--- src/rtl/wfifo_rd_sequencer.sv ---
// Weight-FIFO read sequencer: issues skewed per-column FIFO reads
// and delays the strobes to line up write enables with returning data.
module wfifo_rd_sequencer #(
  parameter int NUM_COL  = 16,
  parameter int MAX_ROWS = 16,
  parameter int READ_LAT = 2,
  parameter int SKEW     = 1,
  localparam int ROW_W  = $clog2(MAX_ROWS + 1),
  localparam int STEP_W =
    $clog2(MAX_ROWS + (NUM_COL - 1) * SKEW + 1)
) (
  input  logic               clk,
  input  logic               rstn,
  input  logic               start,
  input  logic [ROW_W-1:0]   rows_cfg,
  input  logic [NUM_COL-1:0] col_mask,
  input  logic               hold,
  input  logic               abort,
  output logic [NUM_COL-1:0] fifo_rd_en,
  output logic [NUM_COL-1:0] w_wen,
  output logic               busy,
  output logic               done,
  output logic               aborted,
  output logic               cfg_err
);

  localparam int CNT_W = (READ_LAT > 1) ? $clog2(READ_LAT) : 1;

  typedef enum logic [1:0] {
    IDLE,
    ISSUE,
    DRAIN
  } state_t;

  state_t             state_q, state_d;
  logic [STEP_W-1:0]  step_q, step_d;
  logic [CNT_W-1:0]   cnt_q, cnt_d;
  logic [ROW_W-1:0]   rows_q, rows_d;
  logic [NUM_COL-1:0] mask_q, mask_d;
  logic               abort_q, abort_d;
  logic               cerr_q, cerr_d;
  logic               flush;
  logic               rows_ok;
  logic               drain_last;
  logic [STEP_W-1:0]  step_last;
  logic [NUM_COL-1:0] pipe_q [READ_LAT];

  assign rows_ok = (rows_cfg != '0) &&
                   (rows_cfg <= ROW_W'(MAX_ROWS));

  assign step_last = STEP_W'(rows_q)
                   + STEP_W'((NUM_COL - 1) * SKEW)
                   - STEP_W'(1);

  assign drain_last = (cnt_q == CNT_W'(READ_LAT - 1));

  always_ff @(posedge clk or negedge rstn) begin
    if (!rstn) begin
      state_q <= IDLE;
      step_q  <= '0;
      cnt_q   <= '0;
      rows_q  <= '0;
      mask_q  <= '0;
      abort_q <= 1'b0;
      cerr_q  <= 1'b0;
    end else begin
      state_q <= state_d;
      step_q  <= step_d;
      cnt_q   <= cnt_d;
      rows_q  <= rows_d;
      mask_q  <= mask_d;
      abort_q <= abort_d;
      cerr_q  <= cerr_d;
    end
  end

  always_comb begin
    state_d = state_q;
    step_d  = step_q;
    cnt_d   = cnt_q;
    rows_d  = rows_q;
    mask_d  = mask_q;
    abort_d = 1'b0;
    cerr_d  = 1'b0;
    flush   = 1'b0;
    if (state_q != IDLE && abort) begin
      state_d = IDLE;
      abort_d = 1'b1;
      flush   = 1'b1;
    end else begin
      unique case (state_q)
        IDLE: begin
          if (start && !abort) begin
            if (rows_ok) begin
              state_d = ISSUE;
              step_d  = '0;
              rows_d  = rows_cfg;
              mask_d  = col_mask;
            end else begin
              cerr_d = 1'b1;
            end
          end
        end
        ISSUE: begin
          if (!hold) begin
            if (step_q == step_last) begin
              state_d = DRAIN;
              cnt_d   = '0;
            end else begin
              step_d = step_q + STEP_W'(1);
            end
          end
        end
        DRAIN: begin
          if (drain_last) begin
            state_d = IDLE;
          end else begin
            cnt_d = cnt_q + CNT_W'(1);
          end
        end
        default: state_d = IDLE;
      endcase
    end
  end

  // Column c owns the step window [c*SKEW, c*SKEW+rows).
  always_comb begin
    fifo_rd_en = '0;
    for (int c = 0; c < NUM_COL; c++) begin
      if (state_q == ISSUE && !hold && mask_q[c] &&
          step_q >= STEP_W'(c * SKEW) &&
          step_q < STEP_W'(c * SKEW) + STEP_W'(rows_q)) begin
        fifo_rd_en[c] = 1'b1;
      end
    end
  end

  always_ff @(posedge clk or negedge rstn) begin
    if (!rstn) begin
      for (int i = 0; i < READ_LAT; i++) pipe_q[i] <= '0;
    end else if (flush) begin
      for (int i = 0; i < READ_LAT; i++) pipe_q[i] <= '0;
    end else begin
      pipe_q[0] <= fifo_rd_en;
      for (int i = 1; i < READ_LAT; i++) pipe_q[i] <= pipe_q[i-1];
    end
  end

  assign w_wen   = pipe_q[READ_LAT-1];
  assign busy    = (state_q != IDLE);
  assign done    = (state_q == DRAIN) && drain_last;
  assign aborted = abort_q;
  assign cfg_err = cerr_q;

endmodule

--- config.mk ---
export PLATFORM = sky130hd
export DESIGN_NAME = wfifo_rd_sequencer
export DESIGN_NICKNAME = d
export VERILOG_FILES = /design/src/rtl/wfifo_rd_sequencer.sv
export SDC_FILE = /design/constraint.sdc
export NUM_CORES = 1
export LEC_CHECK = 0
export CAP_MARGIN = 20
export CORE_MARGIN = 2
export CORE_UTILIZATION = 40
export DETAILED_ROUTE_END_ITERATION = 10
export GPL_ROUTABILITY_DRIVEN = 0
export PLACE_DENSITY = 0.67
export SYNTH_ARGS = -nofsm -noshare
export SYNTH_HDL_FRONTEND = slang
export SYNTH_SLANG_ARGS = --single-unit
--- constraint.sdc ---
create_clock -name clk -period 5.5 [get_ports clk]
set_clock_uncertainty 0.1 [all_clocks]
set_input_delay 1.1 -clock clk [delete_from_list [all_inputs] [get_ports clk]]
set_output_delay 1.1 -clock clk [all_outputs]
set_load 0.01 [all_outputs]
==> reports/metrics.csv, run 1 <==
stage;metric;value;unit
cts;cts-root-buf;clkbuf_8;
sta;finalCriticalPeriod;4.58;ns
cts;clk_latency;0.34;ns
grt;grt_overflow;0;
cts;cts_sinks;63;
synth;synth_nets;509;
synth;synth_warnings;0;
power_and_ir_drop;power_frac_seq;0.307;
cells_and_area;final_cell_mix;dfrtp_1, ha_1, clkdlybuf4s50_1;
synth;synth_enable_flop_cells;0;
synth;synthSimpleGateAreaFrac;0.148;
synth;ys_seq_elements;63;
cells_and_area;design.final.nets;554;
route;highest_layer;met4;
sta;setup_viol;0;
cts;cts_tree;built;
route;drt-total-wl;9580;um
die;rows;38;
route;wire_per_inst;15.7;um
synth;synth-main-ff-cell;dfrtp_1;
route;vias_per_cell;5.11;
route;vias;3115;
setup_path;ff2ff_path_depth;8;
setup_path;r2r_setup_slack;2.52;ns
setup_path;critPathLaunchType;register;
flow_run;drv_cap;0;
grt;grt_pass1_wl;16000;um
sta;setup-tns-final;0;ns
cts;cts_buffer_depth;2;
power_and_ir_drop;intPower;1310;uW
synth;postSynthCellCount;421;
synth;synth_xor_area_frac;0.0698;
route;drtIter0Drc;99;
power_and_ir_drop;swShare;0.388;
die;ioPinCount;62;
setup_path;critPathArrivalTime;3.38;ns
synth;synth-compound-area-share;0.122;
min_path;hold_path_startpoint;pipe_q[21];
route;antenna_left;0;
synth;avgSynthCellArea;10.4;um^2
min_path;hold_path_end;w_wen[5];
grt;grt_pass1_vias;3138;
sta;fmax;0.218;GHz
cells_and_area;regArea;0.00158;mm^2
setup_path;rr_startpoint;rows_q[3];
outcome;status;complete, no violations;
power_and_ir_drop;clkPwrFrac;0.234;
place;place_ws;0.928;ns
grt;grt.total_usage;0.176;
sta;slew_headroom;0.381;
cts;clkTransAtPathRegs;0.07;ns
cts;cts_repair_resize_count;0;
min_path;hold_path_depth;1;
place;dp_hpwl;7280;um
cts;cts_setup_buffers;0;
route;met3_length;367;um
route;drc_errors;0;
setup_path;critPathKind;reg2out;
sta;hold_violations;0;
grt;grt_max_degree;64;
setup_path;crit_path_max_fanout;12;
power_and_ir_drop;power_density;407;mW/mm^2
cts;ctsHoldBuffers;0;
synth;muxShareOfSynthArea;0.0538;
sta;worst-slew-pin-transition;0.929;ns
synth;yosys.area_share.adder;0.177;
die;dieArea;0.0118;mm^2
sta;setup_ws;0.918;ns
sta;fin_crit_sh;0.833;
synth;ys_async_sr_fraction;1.00;
setup_path;cp.required;4.30;ns
synth;synth_seq_area_share;0.359;
synth;synth_cell_types;59;
cells_and_area;multi_input_area;0.00250;mm^2
die;die_w;109;um
cells_and_area;syn_to_final_growth;19.3;%
die;core;0.0108;mm^2
sta;rsz0062_at_grt;no;
cells_and_area;drive_gt1_frac;0.0979;
power_and_ir_drop;switchingPower;828;uW
cells_and_area;fillers;976;
cells_and_area;antenna_cells;0;
min_path;hp-class;reg2reg;
synth;synth_top_family_by_area;adder cells;
route;wl_met1;4420;um
synth;netlist_area;0.00439;mm^2
place;port-buffer-count;61;
cts;cts_buffers;9;
setup_path;cp-end-kind;primary output;
route;dr_wl_met2;4570;um
die;start_util;0.407;
cells_and_area;final_common_cell;dfrtp_1;
cts;ctsHtreeMaxLevel;3;
route;dr.pass1.iters;4;
power_and_ir_drop;p_comb_frac;0.459;
setup_path;r2r-end;step_q[3];
sta;drv_slew;0;
die;die_h;109;um
grt;antenna_found_initial;0;
power_and_ir_drop;p_leak;0.00248;uW
power_and_ir_drop;ir_drop;0.126;mV
[how the worst max path moves through the flow]
stage / from / endpoint / slack, ns / cells after the start
after floorplan: hold / fifo_rd_en[12] / 1.98 / 3
final: rows_q[3] / fifo_rd_en[12] / 0.92 / 6
after global placement: hold / fifo_rd_en[11] / 1.01 / 5
after detailed placement: hold / fifo_rd_en[12] / 0.93 / 4
after global routing: rows_q[1] / fifo_rd_en[13] / 0.68 / 10
after CTS: rows_q[3] / fifo_rd_en[12] / 0.87 / 6
[power groups by stage]
stage,Combinational (uW),Clock [uW],Sequential (uW)
finish,980,500,655
CTS,985,510,655
global route,1120,533,670
global placement,942,0,661
floorplan,757,0,604
detailed placement,979,0,664
[registers in the layout, indices dropped and copies added, names as in the netlist]
register,flops
mask_q,16
pipe_q,16
w_wen,16
rows_q,5
step_q,5
state_q,2
aborted,1
cfg_err,1
cnt_q,1
[cell type report]
type / count / share of cell area
Tap cell: 140 / 0.0334
Clock inverter: 3 / 0.0172
Clock buffer: 12 / 0.0296
Inverter: 30 / 0.0215
Sequential cell: 63 / 0.301
Timing Repair Buffer: 64 / 0.120
Multi-Input combinational cell: 298 / 0.478
[cells in the mapped netlist (all sizes together) (8+ instances only)]
master,number,area (um^2)
a21oi,21,105
mux2,21,236
nand2,9,33.8
clkbuf,8,40.0
and2,36,228
nor2b,10,62.6
inv,30,113
buf,22,159
a21boi,8,60.1
xnor2,26,254
o21ai,23,115
ha,62,776
nor2,9,36.3
dfrtp,63,1580
[cells by family after synthesis]
family,Yosys count
XOR/XNOR,30
multiplexers,21
buffers and inverters,60
AND/OR/NAND/NOR,104
adder cells (fa/ha/maj),62
flip-flops,63
AO/OA/AOI/OAI,81
[worst max-delay path, cell delays in order (launching register included)]
cell and delay [ns]:
dfrtp_1 0.72, inv_1 0.29, ha_1 0.38, ha_1 0.29
a21o_1 0.17, a2111oi_0 0.56, clkdlybuf4s50_1 0.64
[through the flow]
stage               area, um^2  power, uW  instances   util  hold WS [ns]
global route              5240       2320        610  0.486         0.360
global placement          5000       1600        595  0.463         0.330
detailed placement        5000       1640        595  0.463         0.334
finish                    5240       2140        610  0.486         0.349
CTS                       5240       2150        610  0.486         0.347
floorplan                 4390       1360        421      -         0.328
[routing by layer]
layer	track usage	vias up
met1	0.228	1490
met3	0.0293	16
met4	0.0723	0
met5	0	-
met2	0.292	75
li1	-	1534
No activity file was read; power rests on OpenSTA's default activity.
==> inputs of run 2 (changes only) <==
- PLACE_DENSITY: 0.67 -> 0.69
- clock period: 5.5 -> 3.7 ns (I/O delays scaled with it)
==> reports/metrics.csv, run 2 (synthesized netlist as in run 1, its figures left out) <==
stage;metric;value;unit;change
cells_and_area;final_common_cell;dfrtp_1;;
grt;grt_max_degree;42;;-34%
die;ioPinCount;62;;unchanged
die;die_h;109;um;unchanged
power_and_ir_drop;switchingPower;1310;uW;+58%
route;vias;3209;;+3.0%
setup_path;cp.required;2.86;ns;-1.44 ns
cts;cts_tree;built;;
route;drtIter0Drc;114;;+15%
cts;cts_sinks;63;;unchanged
cells_and_area;drive_gt1_frac;0.161;;+0.0630
cts;clkTransAtPathRegs;0.07;ns;about the same
setup_path;critPathKind;reg2out;;
grt;grt_overflow;0;;unchanged
route;vias_per_cell;5.13;;+0.55%
sta;worst-slew-pin-transition;0.878;ns;-0.0508 ns
place;dp_hpwl;7500;um;+2.9%
place;dpl_cell_area;0.00510;mm^2;+2.1%
setup_path;crit_path_max_incr_delay;0.54;ns;-0.18 ns
sta;rsz0062_at_grt;yes;;
grt;grt_pass1_vias;3143;;+0.16%
min_path;hp-class;reg2reg;;
sta;drv_slew;0;;unchanged
flow_run;drv_cap;0;;unchanged
cells_and_area;antenna_cells;0;;unchanged
cells_and_area;design.final.nets;568;;+2.5%
cts;cts_buffer_depth;2;;unchanged
cts;clk_latency;0.34;ns;about the same
setup_path;worstPathCellList;buf_4 -> ha_2 -> nand2_1 -> xnor2_2 -> inv_1 -> ha_1 -> a21boi_0 -> o21ai_0 -> and2_1 -> clkdlybuf4s50_1;;
grt;grt.total_usage;0.173;;-0.00325
min_path;hold_path_depth;1;;unchanged
sta;fin_crit_sh;0.993;;
die;core;0.0108;mm^2;unchanged
sta;slew_headroom;0.415;;+0.0338
setup_path;crit_path_max_fanout;9;;-3
setup_path;critPathLaunchType;register;;
power_and_ir_drop;power_density;599;mW/mm^2;+47%
outcome;status;complete, no violations;;
route;drt-total-wl;9720;um;+1.4%
sta;hold_violations;0;;unchanged
setup_path;crit_cells;10;;+4
power_and_ir_drop;swShare;0.403;;+0.0155
die;dieArea;0.0118;mm^2;unchanged
power_and_ir_drop;p_comb_frac;0.520;;+0.061
die;start_util;0.407;;unchanged
grt;grt_pass1_wl;15700;um;-1.9%
cells_and_area;final_cell_mix;dfrtp_1, ha_1, clkdlybuf4s50_1;;
sta;setup_viol;0;;unchanged
route;dr.pass1.iters;4;;unchanged
setup_path;ff2ff_path_depth;6;;-2
setup_path;critical_path.top_delay_family;buffers and inverters;;
die;die_w;109;um;unchanged
power_and_ir_drop;clkPwrFrac;0.207;;-0.027
die;rows;38;;unchanged
cts;cts-root-buf;clkbuf_8;;
grt;antenna_found_initial;0;;unchanged
setup_path;critPathSlowestCell;clkdlybuf4s50_1;;
route;antenna_left;0;;unchanged
cells_and_area;syn_to_final_growth;23.1;%;
cts;cts_buffers;9;;unchanged
power_and_ir_drop;p_leak;0.00261;uW;+5.1%
setup_path;cp-end-kind;primary output;;
power_and_ir_drop;ir_drop;0.225;mV;+78%
cts;cts_setup_buffers;0;;unchanged
setup_path;critical_path_buf_inv_count;3;;+1
cells_and_area;postLayoutCellArea;0.00541;mm^2;+3.2%
power_and_ir_drop;intPower;1930;uW;+48%
place;port-buffer-count;61;;unchanged
power_and_ir_drop;total_power;3240;uW;+52%
power_and_ir_drop;power_frac_seq;0.273;;-0.034
setup_path;critPathArrivalTime;2.83;ns;-0.55 ns
route;drc_errors;0;;unchanged
route;wire_per_inst;15.5;um;-1.0%
sta;finalCriticalPeriod;3.67;ns;
cts;ctsHoldBuffers;0;;unchanged
sta;fmax;0.272;GHz;
cts;ctsHtreeMaxLevel;3;;unchanged
[run 2: final cells by class]
type,instances,area (um^2)
Timing Repair Buffer,78,739
Inverter,30,115
Clock buffer,10,128
Multi-Input combinational cell,298,2580
Clock inverter,6,95.1
Tap cell,140,175
Sequential cell,63,1580
Fill cell,981,5380
[run 2: final timing paths]
check	startpoint	to	slack, ns
max	rows_q[1]	fifo_rd_en[9]	0.03
min	pipe_q[19]	w_wen[3]	0.34
max reg2reg	step_q[4]	step_q[1]	1.03
min reg2reg	pipe_q[19]	w_wen[3]	0.34
max in group asynchronous	rstn	pipe_q[24]	2.36
min in group asynchronous	rstn	w_wen[12]	0.41
[run 2: power groups by stage]
| stage | clock [uW] | combinational [uW] | sequential, uW |
|---|---|---|---|
| after floorplan | 0 | 1130 | 898 |
| after global placement | 0 | 1520 | 891 |
| after detailed placement | 0 | 1570 | 895 |
| after CTS | 683 | 1640 | 882 |
| after global routing | 714 | 1900 | 904 |
| final | 670 | 1690 | 885 |
[run 2: timing repair]
item | in CTS | in global routing
gates cloned | 0 | 0
gates resized for setup | 11 | 22
setup endpoints to repair | 10 | 12
[run 2: through the flow]
| stage | TNS [ns] | std cells | setup WS (ns) | hold slack (ns) | utilization |
|---|---|---|---|---|---|
| 4_1_cts | 0 | 625 | 0.00566 | 0.346 | 0.497 |
| 5_1_grt | -0.138 | 625 | -0.0948 | 0.357 | 0.501 |
| 2_1_floorplan | 0 | 421 | 0.670 | 0.328 | - |
| 3_3_place_gp | 0 | 609 | 0.0788 | 0.329 | 0.473 |
| 3_5_place_dp | 0 | 609 | 0.0652 | 0.333 | 0.473 |
| 6_report | 0 | 625 | 0.0251 | 0.343 | 0.501 |
[run 2: per-layer routing]
| metal | wire, um | track usage | up-vias |
|---|---|---|---|
| li1 | - | - | 1565 |
| met5 | 0 | 0 | - |
| met1 | 4150 | 0.213 | 1542 |
| met4 | 158 | 0.0549 | 0 |
| met2 | 5010 | 0.304 | 90 |
| met3 | 401 | 0.0335 | 12 |
==> RTL change 1 (flow settings as in run 1) <==
Make the reset (`rstn`) synchronous in 2 clocked blocks.
--- a/src/rtl/wfifo_rd_sequencer.sv
+++ b/src/rtl/wfifo_rd_sequencer.sv
@@ -54,7 +54,7 @@
 
   assign drain_last = (cnt_q == CNT_W'(READ_LAT - 1));
 
-  always_ff @(posedge clk or negedge rstn) begin
+  always_ff @(posedge clk) begin
     if (!rstn) begin
       state_q <= IDLE;
       step_q  <= '0;
@@ -135,7 +135,7 @@
     end
   end
 
-  always_ff @(posedge clk or negedge rstn) begin
+  always_ff @(posedge clk) begin
     if (!rstn) begin
       for (int i = 0; i < READ_LAT; i++) pipe_q[i] <= '0;
     end else if (flush) begin
Formal check against the unedited RTL: differs if rstn is asserted again (counterexample within 4 cycles, from zero or initial values and one cycle with rstn low); with rstn held inactive, the same outputs for 4 cycles.
==> RTL change 1 against run 1 <==
- sequential cell count stayed put
- fmax is 12% lower
- via count is 18% higher
- routed wire length is 14% higher
- worst setup slack worse by 0.60 ns
- final area is 9.9% higher
- area after synthesis is 7.9% higher
- critical endpoint is now fifo_rd_en[5]
Power is not compared: it rests on default switching activity, and its combinational part moved more than twofold at a synthesized area within 25%.
==> RTL change 1: results (changes against run 1) <==
[status]
outcome=finished, final reports clean

[worst_setup_path]
slowest_delay_ns=0.75  ; +0.03 ns
slowest_stage=dfxtp_1
reg2reg_depth=9  ; +1
r2r-end=pipe_q[0][5]
path_delay_family=compound AO/OA/AOI/OAI gates
crit_fanout=15  ; +3
startpoint=rows_q[2]
regToRegSetupSlack_ns=2.07  ; -0.45 ns

[clock_network]
cts_resized=0  ; unchanged
worstSkewPairLatency_ns=0.33
clock_path_buffers=2  ; unchanged
cts_setup_buffers=0  ; unchanged
numCtsBuffers=9  ; unchanged
htree_levels=3  ; unchanged
clkTransAtPathRegs_ns=0.06
cts_root_buffer=clkbuf_16

[yosys]
async_reset_ff_frac=0  ; -1.00
synth.distinct_cells=58  ; -1.7%
synthTopCellsByCount=ha_1 (65), edfxtp_1 (32), dfxtp_1 (31), inv_1 (30), nor2b_1 (30)
ys_seq_area_frac=0.334  ; -0.0252
synth_area_leaders=edfxtp_1 (20%), ha_1 (17%), dfxtp_1 (13%)
synth_top_flop_cell=edfxtp_1
yosysWarnings=0  ; unchanged
synth_edf_count=32  ; +32
syn_inst=490  ; +16%

[final_layout]
nNetsFinal=651  ; +18%
nFillCells=1071  ; +9.7%
drive_gt1_frac=0.0566  ; -0.0412
reg_top3=pipe_q: 32 flops, mask_q: 16 flops
n_antenna_cell=0  ; unchanged

[pwr]
ir_drop_uv=198
p_per_area_nw_per_um2=218
p_int_uw=946
pwr-share-comb=0.137
p_seq_frac=0.417

[global_route]
track_usage=0.177  ; +0.00135
grt_pass1_vias=3512  ; +12%
antenna_found_initial=0  ; unchanged
grt_pass1_wl_um=17900  ; +12%
grt_max_degree=29  ; -55%

[route]
drt_iter0_drc=154  ; +56%
first_pass_iters=4  ; unchanged
routedWlPerCell_um=15.5  ; -1.6%
wirelength_um=10900  ; +14%
via_per_inst=5.20  ; +1.8%

[hold_path]
min_to=state_q[0]
hold_path.class=flip-flop to flip-flop
min_from=state_q[0]
hold-path-cell-count=2  ; +1

[sta]
whs_ns=0.408  ; +0.0595 ns
relSlewSlack=0.450  ; +0.0695

[job]
maxCapViolations=0  ; unchanged

[place]
post-place-cells=692  ; +16%
dpl.hpwl_um=8500  ; +17%
io_buffer_count=61  ; unchanged

==> RTL change 1: through the flow <==
step                setup slack, ns   util  cell area [µm²]
floorplan                      1.80      -             4860
global placement              0.827  0.476             5460
detailed placement            0.677  0.476             5460
CTS                           0.296  0.502             5760
global route                  0.101  0.502             5760
finish                        0.317  0.502             5760
==> RTL change 1: layout make-up <==
| class | count | area (µm²) | area share |
|---|---|---|---|
| multi-input combinational | 388 | 2930 | 0.508 |
| clock inverter | 7 | 72.6 | 0.0126 |
| sequential | 63 | 1580 | 0.274 |
| inverter | 30 | 113 | 0.0195 |
| timing repair buffer | 68 | 663 | 0.115 |
| tap | 143 | 179 | 0.0311 |
| clock buffer | 9 | 225 | 0.0391 |
==> RTL change 1: worst min-delay path: stages, from the launching register on <==
cell and delay, ns:
dfxtp_1 0.33, nand2_1 0.06, o22ai_1 0.07
==> RTL change 1: worst max path at each step <==
stage | slack, ns | end
2_1_floorplan | 1.80 | fifo_rd_en[5]
4_1_cts | 0.30 | fifo_rd_en[5]
6_report | 0.32 | fifo_rd_en[5]
3_5_place_dp | 0.68 | fifo_rd_en[5]
3_3_place_gp | 0.83 | fifo_rd_en[5]
5_1_grt | 0.10 | fifo_rd_en[5]
==> RTL change 1: cells by family (layout without fill, tap and decap cells) <==
logic type               after synthesis  count (layout)  synth area share
AO/OA/AOI/OAI                         78              78             0.109
XOR/XNOR                              30              30            0.0623
adder cells (fa/ha/maj)               65              65             0.172
buffers and inverters                 70             114            0.0737
flip-flops                            63              63             0.334
multiplexers                          22              22            0.0465
other                                  1              32          0.000791
AND/OR/NAND/NOR                      161             161             0.203
==> RTL change 1: routing by layer <==
layer,GRT usage,up-vias,share of wire
li1,-,1830,-
met1,0.229,1733,0.46
met2,0.293,100,0.48
met3,0.0391,18,0.046
met4,0.0626,0,0.020
met5,0,-,0
==> RTL change 2 (flow settings as in run 1) <==
Without the edit above. The parameter `READ_LAT` goes from 2 to 1.
--- a/src/rtl/wfifo_rd_sequencer.sv
+++ b/src/rtl/wfifo_rd_sequencer.sv
@@ -3,7 +3,7 @@
 module wfifo_rd_sequencer #(
   parameter int NUM_COL  = 16,
   parameter int MAX_ROWS = 16,
-  parameter int READ_LAT = 2,
+  parameter int READ_LAT = 1,
   parameter int SKEW     = 1,
   localparam int ROW_W  = $clog2(MAX_ROWS + 1),
   localparam int STEP_W =
Formal check against the unedited RTL: not equivalent (a bounded check fails within 4 cycles, from zero or initial values and one cycle with rstn low).
==> RTL change 2 against run 1 <==
- via count is 12% lower
- sequential share of layout area down 5.1 points
- cell count shrank 13%
- non-clock buffer count up 1
- sequential cell count fell by 17
- final area down 12%
- power fell by 35%
- worst setup slack got worse by 0.046 ns
- utilization is 1.5 points higher
- count of clock-buffer cells in the layout down 6
- routed wire length is 12% lower
- fmax is 0.98% lower
- area after synthesis fell by 14%
- largest cell class unchanged
- highest routed layer unchanged
==> RTL change 2: results (changes against run 1) <==
[yosys]
synth-xor-area-share=0.0820  ; +0.0123
synth.distinct_cells=58  ; -1.7%
ys_seq_area_frac=0.306  ; -0.0533
synth_fa_ha_area_frac=0.206  ; +0.0293
synth_mux_area_frac=0.0707  ; +0.0169
synth_fp_nets=450  ; -12%
synth-compound-area-share=0.135  ; +0.0133
synthTopCellsByCount=ha_1 (62), dfrtp_1 (46), inv_1 (26), nor2b_1 (26), xnor2_1 (25)
synth_area_leaders=dfrtp_1 (31%), ha_1 (21%), xnor2_1 (5.8%)
syn_inst=362  ; -14%

[pwr]
pg_clk_uw=319  ; -36%
ir_drop_uv=173  ; +37%
total_leakage_power_uw=0.00216  ; -13%
p_seq_frac=0.326  ; +0.019
p_int_uw=876  ; -33%
finalPower_uw=1400  ; -35%

[final_layout]
n_antenna_cell=0  ; unchanged
nNetsFinal=507  ; -8.5%
drive_gt1_frac=0.114  ; +0.0164
stdcell_count=531  ; -13%

[route]
num_vias=2739  ; -12%
drt_iter0_drc=60  ; -39%
first_pass_iters=4  ; unchanged
wirelength_um=8480  ; -12%

[worst_setup_path]
slowest_delay_ns=0.61  ; -0.11 ns
slowest_stage=clkdlybuf4s50_1
reg2reg_depth=10  ; +2
crit_fanout=10  ; -2
path_delay_family=buffers and inverters
r2r_start=rows_q[1]
arrival_ns=3.43  ; +0.05 ns
regToRegSetupSlack_ns=2.64  ; +0.12 ns
r2r-end=w_wen[3]

[sta]
relSlewSlack=0.371  ; -0.00997
final.period_utilization=0.841  ; +0.00828

[global_route]
grt_pass1_vias=2778  ; -11%
track_usage=0.174  ; -0.00198
grt_max_degree=47  ; -27%
grt_pass1_wl_um=13900  ; -13%

[place]
preCtsSetupSlack_ns=1.06  ; +0.127 ns
post-place-cells=522  ; -12%
placed_area_um2=4440  ; -11%
dpl.hpwl_um=6410  ; -12%

[hold_path]
min_from=mask_q[14]
hold-path-cell-count=1  ; unchanged
min_to=mask_q[14]
hold_path.class=flip-flop to flip-flop

[clock_network]
clock_path_buffers=2  ; unchanged
cts_root_buffer=clkbuf_8
cts_resized=0  ; unchanged
clkTransAtPathRegs_ns=0.09  ; +0.02 ns
numCtsBuffers=5  ; -4
worstSkewPairLatency_ns=0.31  ; -0.03 ns
htree_levels=2  ; -1

[status]
outcome=finished, final reports clean

-- RTL change 2: cell types whose count changed after synthesis, moves of 4 or more --
cell     change
and2_1      -32
buf_4       -13
dfrtp_1     -17
nor2b_1     +16
o21ai_0      -4
-- RTL change 2: area by class of cell --
cell class / instances / area, µm²
tap: 111 / 139
multi-input combinational: 273 / 2410
inverter: 28 / 106
clock inverter: 2 / 60.1
timing repair buffer: 65 / 656
fill: 860 / 4590
sequential: 46 / 1150
clock buffer: 6 / 82.6
-- RTL change 2: metrics by stage --
stage	utilization	hold slack, ns
global placement	0.482	0.376
floorplan	-	0.356
detailed placement	0.482	0.379
global route	0.501	0.417
finish	0.501	0.390
CTS	0.498	0.399
-- RTL change 2: routing by layer --
| layer | vias to the layer above | global-route usage | part of all wire |
|---|---|---|---|
| met2 | 47 | 0.285 | 0.47 |
| li1 | 1385 | - | - |
| met4 | 0 | 0.0520 | 0.016 |
| met3 | 9 | 0.0236 | 0.033 |
| met1 | 1298 | 0.239 | 0.48 |
| met5 | - | 0 | 0 |
-- RTL change 2: how the worst max path moves through the flow --
stage                               end       from  cells after the start
after floorplan           fifo_rd_en[3]  rows_q[1]                      9
after global placement    fifo_rd_en[8]       hold                      5
after detailed placement  fifo_rd_en[8]       hold                      5
after CTS                 fifo_rd_en[3]  rows_q[1]                     10
after global routing      fifo_rd_en[3]  rows_q[1]                     10
final                     fifo_rd_en[3]  rows_q[1]                     10
-- RTL change 2: logic make-up (layout without fill, tap and decap cells) --
family	count (synthesis)	after routing
AND/OR/NAND/NOR	85	85
AO/OA/AOI/OAI	70	70
adder cells (fa/ha/maj)	62	62
flip-flops	46	46
buffers and inverters	43	101
XOR/XNOR	32	32
multiplexers	24	24
